File: src/rtl/wr_rptr_sync.sv
`default_nettype none
// ============================================================================
// Module   : wr_rptr_sync
// Brief    : Write-domain read-pointer synchroniser with fill level, almost-full
//            and sticky Gray-error / overflow flags for the dcfifo.
// Revision : 1.0 - initial release
// ============================================================================
module wr_rptr_sync #(
    parameter int PTR_WITH     = 4,
    parameter int SYNC_STAGES  = 2,
    parameter int AFULL_THRESH = 12
) (
    input  logic                clk_wr,
    input  logic                rst_wr,
    input  logic [PTR_WITH:0]   rd_gray,
    input  logic [PTR_WITH:0]   wr_gray,
    input  logic                wr_en,
    input  logic                wr_full,
    input  logic                err_clr,
    output logic [PTR_WITH:0]   rd_gray_sync_wr,
    output logic [PTR_WITH:0]   wr_level,
    output logic                wr_almost_full,
    output logic                gray_err,
    output logic                wr_ovf
);

    localparam int                c_W     = PTR_WITH + 1;
    localparam logic [PTR_WITH:0] c_DEPTH = c_W'(2 ** PTR_WITH);
    localparam logic [PTR_WITH:0] c_AFULL = c_W'(AFULL_THRESH);
    localparam logic [PTR_WITH:0] c_ONE   = c_W'(1);

    function automatic logic [PTR_WITH:0] gray2bin(input logic [PTR_WITH:0] g);
        logic [PTR_WITH:0] b;
        b[PTR_WITH] = g[PTR_WITH];
        for (int i = PTR_WITH - 1; i >= 0; i--) begin
            b[i] = b[i + 1] ^ g[i];
        end
        return b;
    endfunction

    logic [PTR_WITH:0] sync_q [SYNC_STAGES];
    logic [PTR_WITH:0] sync_d [SYNC_STAGES];
    logic [PTR_WITH:0] prev_q, prev_d;
    logic [PTR_WITH:0] wr_level_q, wr_level_d;
    logic              wr_almost_full_q, wr_almost_full_d;
    logic              gray_err_q, gray_err_d;
    logic              wr_ovf_q, wr_ovf_d;

    logic [PTR_WITH:0] rd_bin;
    logic [PTR_WITH:0] wr_bin;
    logic [PTR_WITH:0] lvl;
    logic [PTR_WITH:0] gray_delta;
    logic              multi_bit_step;

    // Plain shift chain: each stage is a straight copy, no combining between stages.
    always_comb begin
        sync_d[0] = rd_gray;
        for (int k = 1; k < SYNC_STAGES; k++) begin
            sync_d[k] = sync_q[k - 1];
        end
    end

    assign rd_gray_sync_wr = sync_q[SYNC_STAGES - 1];

    assign rd_bin = gray2bin(rd_gray_sync_wr);
    assign wr_bin = gray2bin(wr_gray);
    // Modulo subtraction; the extra pointer bit resolves wrap-around.
    assign lvl    = wr_bin - rd_bin;

    // x & (x-1) is non-zero exactly when more than one bit of x is set.
    assign gray_delta     = rd_gray_sync_wr ^ prev_q;
    assign multi_bit_step = |(gray_delta & (gray_delta - c_ONE));

    always_comb begin
        prev_d           = rd_gray_sync_wr;
        wr_level_d       = lvl;
        wr_almost_full_d = (lvl >= c_AFULL);
        gray_err_d       = (lvl > c_DEPTH) | multi_bit_step | (gray_err_q & ~err_clr);
        wr_ovf_d         = (wr_en & wr_full) | (wr_ovf_q & ~err_clr);
    end

    always_ff @(posedge clk_wr or posedge rst_wr) begin
        if (rst_wr) begin
            for (int k = 0; k < SYNC_STAGES; k++) begin
                sync_q[k] <= '0;
            end
            prev_q           <= '0;
            wr_level_q       <= '0;
            wr_almost_full_q <= 1'b0;
            gray_err_q       <= 1'b0;
            wr_ovf_q         <= 1'b0;
        end else begin
            for (int k = 0; k < SYNC_STAGES; k++) begin
                sync_q[k] <= sync_d[k];
            end
            prev_q           <= prev_d;
            wr_level_q       <= wr_level_d;
            wr_almost_full_q <= wr_almost_full_d;
            gray_err_q       <= gray_err_d;
            wr_ovf_q         <= wr_ovf_d;
        end
    end

    assign wr_level       = wr_level_q;
    assign wr_almost_full = wr_almost_full_q;
    assign gray_err       = gray_err_q;
    assign wr_ovf         = wr_ovf_q;

endmodule
`default_nettype wire

File: config.mk
export PLATFORM = sky130hd
export DESIGN_NAME = wr_rptr_sync
export DESIGN_NICKNAME = d
export VERILOG_FILES = /design/src/rtl/wr_rptr_sync.sv
export SDC_FILE = /design/constraint.sdc
export NUM_CORES = 1
export LEC_CHECK = 0
export BUFFER_PORTS_ARGS = -buffer_cell sky130_fd_sc_hd__buf_2
export CELL_PAD_IN_SITES_DETAIL_PLACEMENT = 1
export CELL_PAD_IN_SITES_GLOBAL_PLACEMENT = 2
export CORE_ASPECT_RATIO = 1.5
export CORE_MARGIN = 3
export CORE_UTILIZATION = 35
export CTS_BUF_LIST = sky130_fd_sc_hd__clkbuf_4 sky130_fd_sc_hd__clkbuf_8
export CTS_CLUSTER_DIAMETER = 30
export DETAILED_ROUTE_END_ITERATION = 8
export PLACE_DENSITY_LB_ADDON = 0.1
export SLEW_MARGIN = 20
export SYNTH_ARGS = -nofsm -noshare
export SYNTH_HDL_FRONTEND = slang
export SYNTH_SLANG_ARGS = --single-unit
File: constraint.sdc
create_clock -name clk_wr -period 3.5 [get_ports clk_wr]
set_input_delay 0.35 -clock clk_wr [delete_from_list [all_inputs] [get_ports clk_wr]]
set_output_delay 0.35 -clock clk_wr [all_outputs]
set_load 0.005 [all_outputs]
# Word level (Yosys, flattened, before mapping)
# Cells that the tools add are included.
dict set report classes {
  n_addsub 2
  bitwise 17
  order_cmp 2
  n_reduce_logical 1
}
# cell count
set ops {}
lappend ops {{$xor A1 B1 Y1} 8}
lappend ops {{$and A5 B5 Y5} 1}
lappend ops {{$ge A5 B4 Y1 const B} 1}
lappend ops {{$gt A5 B5 Y1 const B} 1}
lappend ops {{$reduce_or A5 Y1} 1}
lappend ops {{$sub A5 B1 Y5 const B} 1}
lappend ops {{$sub A5 B5 Y5} 1}
lappend ops {{$xor A5 B5 Y5} 1}
lappend ops {{$and A1 B1 Y1} 3}
lappend ops {{$or A1 B1 Y1} 3}
lappend ops {{$not A1 Y1} 1}
dict set report word_totals {
  reg_bits 23
  output_inout_bits 13
  wordCells 29
  inputBits 15
}

# Logic depth before layout (Yosys ltp)
# Gate-level depths: netlist of the first run.
dict set report depth {
  depth_word 8
  mapped_depth 10
  ltp_nobuf 10
}

# Least setup slack after synthesis of the first run
# Ideal clock, no wire load.
dict set report synth_timing {
  kind {input -> register}
  start {in wr_gray[2]}
  end {reg gray_err_q, in the netlist gray_err}
  required_ps 3368
  arrival_ps 2534
  path_buffers 0
  setup_slack_ps 834
  setup_time_ps 132
  path_stages 10
  path_cell_list {xor3_1 -> xnor2_1 -> xor2_1 -> ha_1 -> fa_1 -> inv_1 -> maj3_2 -> a21oi_2 -> xnor2_1 -> o21ai_1}
}
dict set report synth_between {
  elab_chain_cells 7
}
# element line_no
set synth_rtl {}
lappend synth_rtl {{start: declaration} 16} ;# input logic [PTR_WITH:0] wr_gray,
lappend synth_rtl {{$xor A1 B1 Y1 (*)} 36} ;# b[i] = b[i + 1] ^ g[i];
lappend synth_rtl {{$xor A1 B1 Y1 (2 in series)} 36}
lappend synth_rtl {{$sub A5 B5 Y5 (*)} 68} ;# assign lvl = wr_bin - rd_bin;
lappend synth_rtl {{$gt A5 B5 Y1 (*)} 78} ;# gray_err_d = (lvl > c_DEPTH) | multi_bit_step | (gray_err_q & ~err_clr);
lappend synth_rtl {{$or A1 B1 Y1 (*) (2 in series)} 78}
lappend synth_rtl {{via gray_err_d} 46} ;# logic gray_err_q, gray_err_d;
lappend synth_rtl {{end signal: assignment} 99} ;# gray_err_q <= gray_err_d;
lappend synth_rtl {{end: declaration} 46}
# The timed path passes the listed nets; every way through them passes the cells marked *.

# Worst setup path after layout of the first run
dict set report layout_timing {
  start {reg sync_q, in the netlist rd_gray_sync_wr[4]}
  end {reg gray_err_q, in the netlist gray_err}
}
dict set report layout_between {
  elab_chain_cells 8
  elab_cells_between_ends 12
  cone_classes {2 x add/sub; 1 x order compare; 8 x bitwise; 1 x reduce/logical}
}
# element line_no
set layout_rtl {}
lappend layout_rtl {{start: declaration} 41} ;# logic [PTR_WITH:0] sync_q [SYNC_STAGES];
lappend layout_rtl {{start signal: indexed assignment} 94} ;# sync_q[k] <= sync_d[k];
lappend layout_rtl {{$xor A1 B1 Y1 (4 in series)} 36}
lappend layout_rtl {{$sub A5 B5 Y5} 68}
lappend layout_rtl {{$gt A5 B5 Y1} 78}
lappend layout_rtl {{$or A1 B1 Y1 (*) (2 in series)} 78}
lappend layout_rtl {{via gray_err_d} 46}
# Marked as above.

==> impl_metrics.toml, run 1 <==
[clock_tree]
holdBufCountCts = 0
htree_num_levels = 1
path_clk_slew_ps = 80
ctsResizeCount = 0
cts-root-buf = "clkbuf_8"
cts_tree = "yes"
clk_latency_ps = 260
clockBufferDepth = 2
cts_made_buffers = 3
cts_sinks = 23
post-cts-setup-buffers = 0

[timing]
slew-limit-headroom_pct = 43.5
tns_ps = 0
hold_viol = 0
rsz0062_at_grt = "false"
worstMarginPinSlew_ps = 846
max_freq_mhz = 337
setup_viol = 0
fin_crit_ps = 2970
slew_violations = 0
fin_skew_ps = 2.05
period_share_pct = 84.7

[setup_path]
rr_worst_depth = 10
reg2reg_from = "rd_gray_sync_wr[4]$_DFF_PP0_"
critPathMaxFanout = 7
cp_data_required_time_ps = 3640
r2r_end = "gray_err$_DFF_PP0_"
reg2reg_slack_ps = 530
start_kind = "flip-flop"
cp.arrival_ps = 3100
end_kind = "flip-flop"
critical_path_class = "reg -> reg"

[synth]
synth_cell_types = 23
synthSimpleGateAreaFrac_pct = 7.70
ys_top_cells_by_count = "dfrtp_1, xor2_1, inv_1"
synth_top_cell_area_share_pct = 57.1
ys.flop_type = "dfrtp_1"
synth-async-reset-ratio_pct = 100
synthesis.area_um2 = 1010
avgSynthCellArea_um2 = 14.4
syn-num-nets = 89
synth_compound_gate_area_share_pct = 7.58
synth_top_area_cell = "dfrtp_1"
yosysWarnings = 0
yosys_register_bits = 23
ys_seq_area_share_pct = 57.1
synth_adder_area_share_pct = 6.83
netlist_instances = 70
synthMuxAreaShare_pct = 0
ys_top_cells_by_area = "dfrtp_1, xor2_1, xnor2_1, ha_1, inv_1"
synth_edf_count = 0
synth_xor_area_share_pct = 17.8
yosysMostFrequentCell = "dfrtp_1"
synth_top_family_by_area = "XOR/XNOR gates"

[die]
die_h_um = 71.7
start_util_pct = 37.2
die-area_um2 = 3570
num_io_pins = 28
die_width_um = 49.8
rows = 23
core_area_um2 = 2710

[route]
vias = 655
dr.pass1.iters = 2
drc = 0
vias_per_cell = 4.75
drt_iter0_markers = 3
post_drt_wl_per_cell_um = 12.8
antenna_left = 0
drt_wl_total_um = 1760

[global_routing]
grt_usage_pct = 11.2
use_met2_pct = 21.4
first_global_vias = 714
antenna_found_initial = 0
gr-usage-met1_pct = 11.8
globalRouteOverflowTotal = 0
use_met3_pct = 1.87
gr-max-usage-layer = "met2"
grt_pass1_wl_um = 3120
grt_start_max_net_pins = 24

[layout]
antenna_cells = 0
nets = 121
layout-drive-gt1-share_pct = 36.6
area_growth_pct = 22.6
final_core_util_pct = 45.7

[placed_design]
port-buffer-count = 27
dp_hpwl_um = 1460
place_congestion = 0.712

[min_path]
min_from = "rd_gray[4]"
holdPathEnd = "sync_d[4]$_DFF_PP0_"
hold_depth = 1
min_path_type = "in -> reg"

[power]
vdd_drop_max_mv = 0.347
power_mw = 0.714
power_density_nw_per_um2 = 578
leakage_nw = 0.592

[status]
status = "finished, final reports clean"

[job]
max_cap_violations = 0
kinds of logic (layout without fill, tap and decap cells):
kind of cell    after synthesis  count (layout)
flops                        23              23
fa+ha+maj                     5               5
buf+inv                       8              39
simple gates                 10              10
compound gates                7               7
xor+xnor                     17              17
registers in the layout, summed over array words and instances (netlist names):
name             count
wr_ovf               1
gray_err             1
rd_gray_sync_wr      5
wr_level             5
wr_almost_full       1
sync_d               5
prev_q               5
cells in the final DEF (no fill, tap or decap):
cell       instances
inv_1              8
nor4_1             1
xor3_1             1
o221ai_1           1
o21ai_1            1
xnor2_1            5
fa_1               1
xor2_1            10
xnor3_2            1
buf_2             27
a2111oi_4          1
a21oi_2            1
a22o_1             1
ha_1               3
nor4_2             1
nand2_1            2
clkinv_2           1
nor2b_1            1
maj3_2             1
nand3_1            1
nor4bb_4           1
a2111oi_0          1
clkbuf_8           3
nor3_1             3
dfrtp_1           23
a221oi_1           1
power by group:
group	internal, mW	total [mW]	switching [mW]	leakage [nW]
Sequential	0.309	0.324	0.0140	0.265
Combinational	0.109	0.232	0.122	0.302
Clock	0.0792	0.158	0.0793	0.0255
Total	0.498	0.714	0.216	0.592
routing by layer:
| metal | up-vias | wire [um] | share of wire, % |
|---|---|---|---|
| met3 | 2 | 82 | 4.6 |
| li1 | 296 | - | - |
| met1 | 335 | 695 | 39 |
| met2 | 22 | 976 | 55 |
| met4 | 0 | 10 | 0.57 |
| met5 | - | 0 | 0 |
through the flow:
step | std cells | hold WS [ps] | setup WS (ps) | instance area (um^2)
after floorplan | 70 | 331 | 834 | 1010
after global placement | 134 | 332 | 538 | 1190
after detailed placement | 134 | 337 | 512 | 1190
after CTS | 138 | 183 | 480 | 1230
after global routing | 138 | 179 | 277 | 1230
final | 138 | 191 | 534 | 1230
final cells by class:
type,count,area (um^2)
fillers,315,1470
flip-flops and latches,23,576
multi-input cells,39,402
repair buffers,27,135
well taps,37,46.3
clock buffers,3,41.3
inverters,8,30.0
clock inverters,1,5.00
worst max-delay path, stage by stage, from the launching register on:
cell	delay, ps
dfrtp_1	500
xnor3_2	590
xor2_1	320
xnor2_1	120
ha_1	220
fa_1	410
inv_1	80
maj3_2	180
a21oi_2	60
xnor2_1	250
o21ai_1	110
worst max-delay path by stage:
| stage | start | end | slack [ps] | depth (start not counted) |
|---|---|---|---|---|
| final | rd_gray_sync_wr[4]$_DFF_PP0_ | gray_err$_DFF_PP0_ | 530 | 10 |
| after floorplan | wr_gray[2] | gray_err$_DFF_PP0_ | 830 | 10 |
| after global placement | rd_gray_sync_wr[4]$_DFF_PP0_ | gray_err$_DFF_PP0_ | 540 | 10 |
| after detailed placement | wr_gray[4] | gray_err$_DFF_PP0_ | 510 | 11 |
| after global routing | rd_gray_sync_wr[4]$_DFF_PP0_ | wr_almost_full$_DFF_PP0_ | 280 | 10 |
| after CTS | rd_gray_sync_wr[4]$_DFF_PP0_ | gray_err$_DFF_PP0_ | 480 | 10 |
Power figures use the tool's default switching activity.
==> run 2: changes to the inputs <==
Settings changed: ABC_AREA from default to 1, CORE_UTILIZATION 35 to 30.
Clock period 3.5 ns to 2.7 ns, I/O delays scaled along.
==> impl_metrics.toml, run 2 <==
[synth]
synth_top_area_cell = "dfrtp_1"
synth_cell_types = 23
netlist_instances = 115
ys_seq_area_share_pct = 50.7
yosysWarnings = 0
ys.flop_type = "dfrtp_1"
synth_top_cell_area_share_pct = 50.7
synth_edf_count = 0
yosys_register_bits = 23
avgSynthCellArea_um2 = 9.88
ys_top_cells_by_area = "dfrtp_1, inv_1, nand2_1, nand2_4, nand2_2"
synth-async-reset-ratio_pct = 100
synthesis.area_um2 = 1140
ys_top_cells_by_count = "dfrtp_1, inv_1, nand2_1"
syn-num-nets = 134

[route]
vias = 832
antenna_left = 0
drt_iter0_markers = 7
drc = 0
post_drt_wl_per_cell_um = 11.6
drt_wl_total_um = 2170
vias_per_cell = 4.43
dr.pass1.iters = 4

[clock_tree]
cts_sinks = 23
cts-root-buf = "clkbuf_8"
holdBufCountCts = 0
path_clk_slew_ps = 70
cts_made_buffers = 3
cts_tree = "yes"
clk_latency_ps = 250
htree_num_levels = 1
clockBufferDepth = 2

[die]
num_io_pins = 28
core_area_um2 = 3510
start_util_pct = 32.3
die_h_um = 81.4
die-area_um2 = 4580
die_width_um = 56.2
rows = 26

[power]
vdd_drop_max_mv = 0.246
power_mw = 0.865
power_density_nw_per_um2 = 624
leakage_nw = 0.750

[placed_design]
dp_hpwl_um = 1860
port-buffer-count = 27
place_inst = 184
place_congestion = 0.719
pre_cts_ws_ps = 122

[setup_path]
r2r_end = "gray_err$_DFF_PP0_"
critical_path_class = "reg -> reg"
cp_data_required_time_ps = 2850
end_kind = "flip-flop"
cpMostUsedCell = "nand2_1"
cp-startpoint = "rd_gray_sync_wr[4]$_DFF_PP0_"
reg2reg_slack_ps = 220
path_buf_inv = 2
start_kind = "flip-flop"
cp.arrival_ps = 2630
cp_slowest_cell = "dfrtp_2"
crit_chain = "nand2_1 > nand3_2 > nand2_4 > xor2_4 > xor2_1 > inv_1 > ha_1 > fa_1 > inv_1 > nand3_1 > nand2_2 > nand3_1 > nand2_1 > nand2_1"
critPathMaxFanout = 7
crit_family = "simple AND/OR/NAND/NOR gates"
cpPeakStageDelay_ps = 470
rr_worst_depth = 14
reg2reg_from = "rd_gray_sync_wr[4]$_DFF_PP0_"

[global_routing]
grt_start_max_net_pins = 24
globalRouteOverflowTotal = 0
antenna_found_initial = 0
first_global_vias = 894
grt_usage_pct = 10.6
grt_pass1_wl_um = 3810

[timing]
slew-limit-headroom_pct = 43.7
setup_viol = 0
rsz0062_at_grt = "false"
fin_crit_ps = 2480
worstMarginPinSlew_ps = 844
period_share_pct = 91.7
tns_ps = 0
slew_violations = 0
max_freq_mhz = 404
hold_viol = 0
worst_slack_ps = 224
fin_skew_ps = 2.26

[layout]
area_growth_pct = 22.0
layout-drive-gt1-share_pct = 36.3
multi_input_area_um2 = 472
mostFrequentLayoutCell = "buf_2"
fill_cells = 424
nets = 166
seqCellArea_um2 = 578
final_cell_mix = "buf_2, inv_1, nand2_1"
antenna_cells = 0
final_core_util_pct = 39.5
fin_cells = 188

[status]
status = "finished, final reports clean"

[min_path]
hold_depth = 1
min_path_type = "in -> reg"
min_from = "rd_gray[4]"
holdPathEnd = "sync_d[4]$_DFF_PP0_"

[job]
max_cap_violations = 0
[run 2: cell count changes after synthesis, moves of 2 or more]
cell     delta
nand3_2     +2
inv_2       +2
nand2_1    +20
inv_1      +15
xor2_1      -7
nor3_1      -3
nand3_1     +7
nand2_4     +4
nand2_2     +7
a21oi_1     +2
[run 2: stage by stage]
step	cell area, um^2	hold slack, ps
final	1390	116
after global placement	1320	332
after CTS	1370	108
after floorplan	1140	272
after detailed placement	1320	336
after global routing	1390	101
[run 2: metal layers]
metal	global-route usage, %	routed length (um)
met1	11.1	812
met2	19.9	1250
met3	1.91	85
met4	5.70	29
met5	0	0
[run 2: cell type report]
| cell class | instances | area share [%] |
|---|---|---|
| Sequential cell | 23 | 41.7 |
| Timing Repair Buffer | 27 | 9.75 |
| Tap cell | 42 | 3.79 |
| Multi-Input combinational cell | 66 | 34.0 |
| Inverter | 26 | 7.22 |
| Clock buffer | 4 | 3.52 |
[run 2: worst max path at each step]
stage	endpoint	slack [ps]	cells past startpoint
finish	gray_err$_DFF_PP0_	220	14
global placement	gray_err$_DFF_PP0_	220	15
CTS	gray_err$_DFF_PP0_	110	15
detailed placement	gray_err$_DFF_PP0_	120	15
global route	gray_err$_DFF_PP0_	20	15
floorplan	gray_err$_DFF_PP0_	380	15
[run 2: cells by family (layout without fill, tap and decap cells)]
kind of cell,Yosys count,after routing,synth area share [%]
simple gates,46,46,23.1
xor+xnor,10,10,9.03
flops,23,23,50.7
buf+inv,26,57,8.81
fa+ha+maj,4,4,5.07
compound gates,6,6,3.30
[run 2: timing repair]
| item | 4_1_cts | 5_1_grt |
|---|---|---|
| setup buffers | 0 | 0 |
| gates resized for setup | 0 | 3 |
| setup endpoints to repair | 0 | 2 |
[run 2: report_power, final]
| group | internal (mW) | switching (mW) | total (mW) |
|---|---|---|---|
| Sequential | 0.389 | 0.0191 | 0.409 |
| Clock | 0.115 | 0.0979 | 0.213 |
| Combinational | 0.106 | 0.138 | 0.244 |
| Total | 0.610 | 0.255 | 0.865 |
[run 2: worst register-to-register path: cells and delay by family (launching register included)]
kind                     cells  cell delay [ps]
XOR/XNOR                     2              360
adder cells (fa/ha/maj)      2              590
buffers and inverters        2              180
flip-flops                   1              470
AND/OR/NAND/NOR              8              760
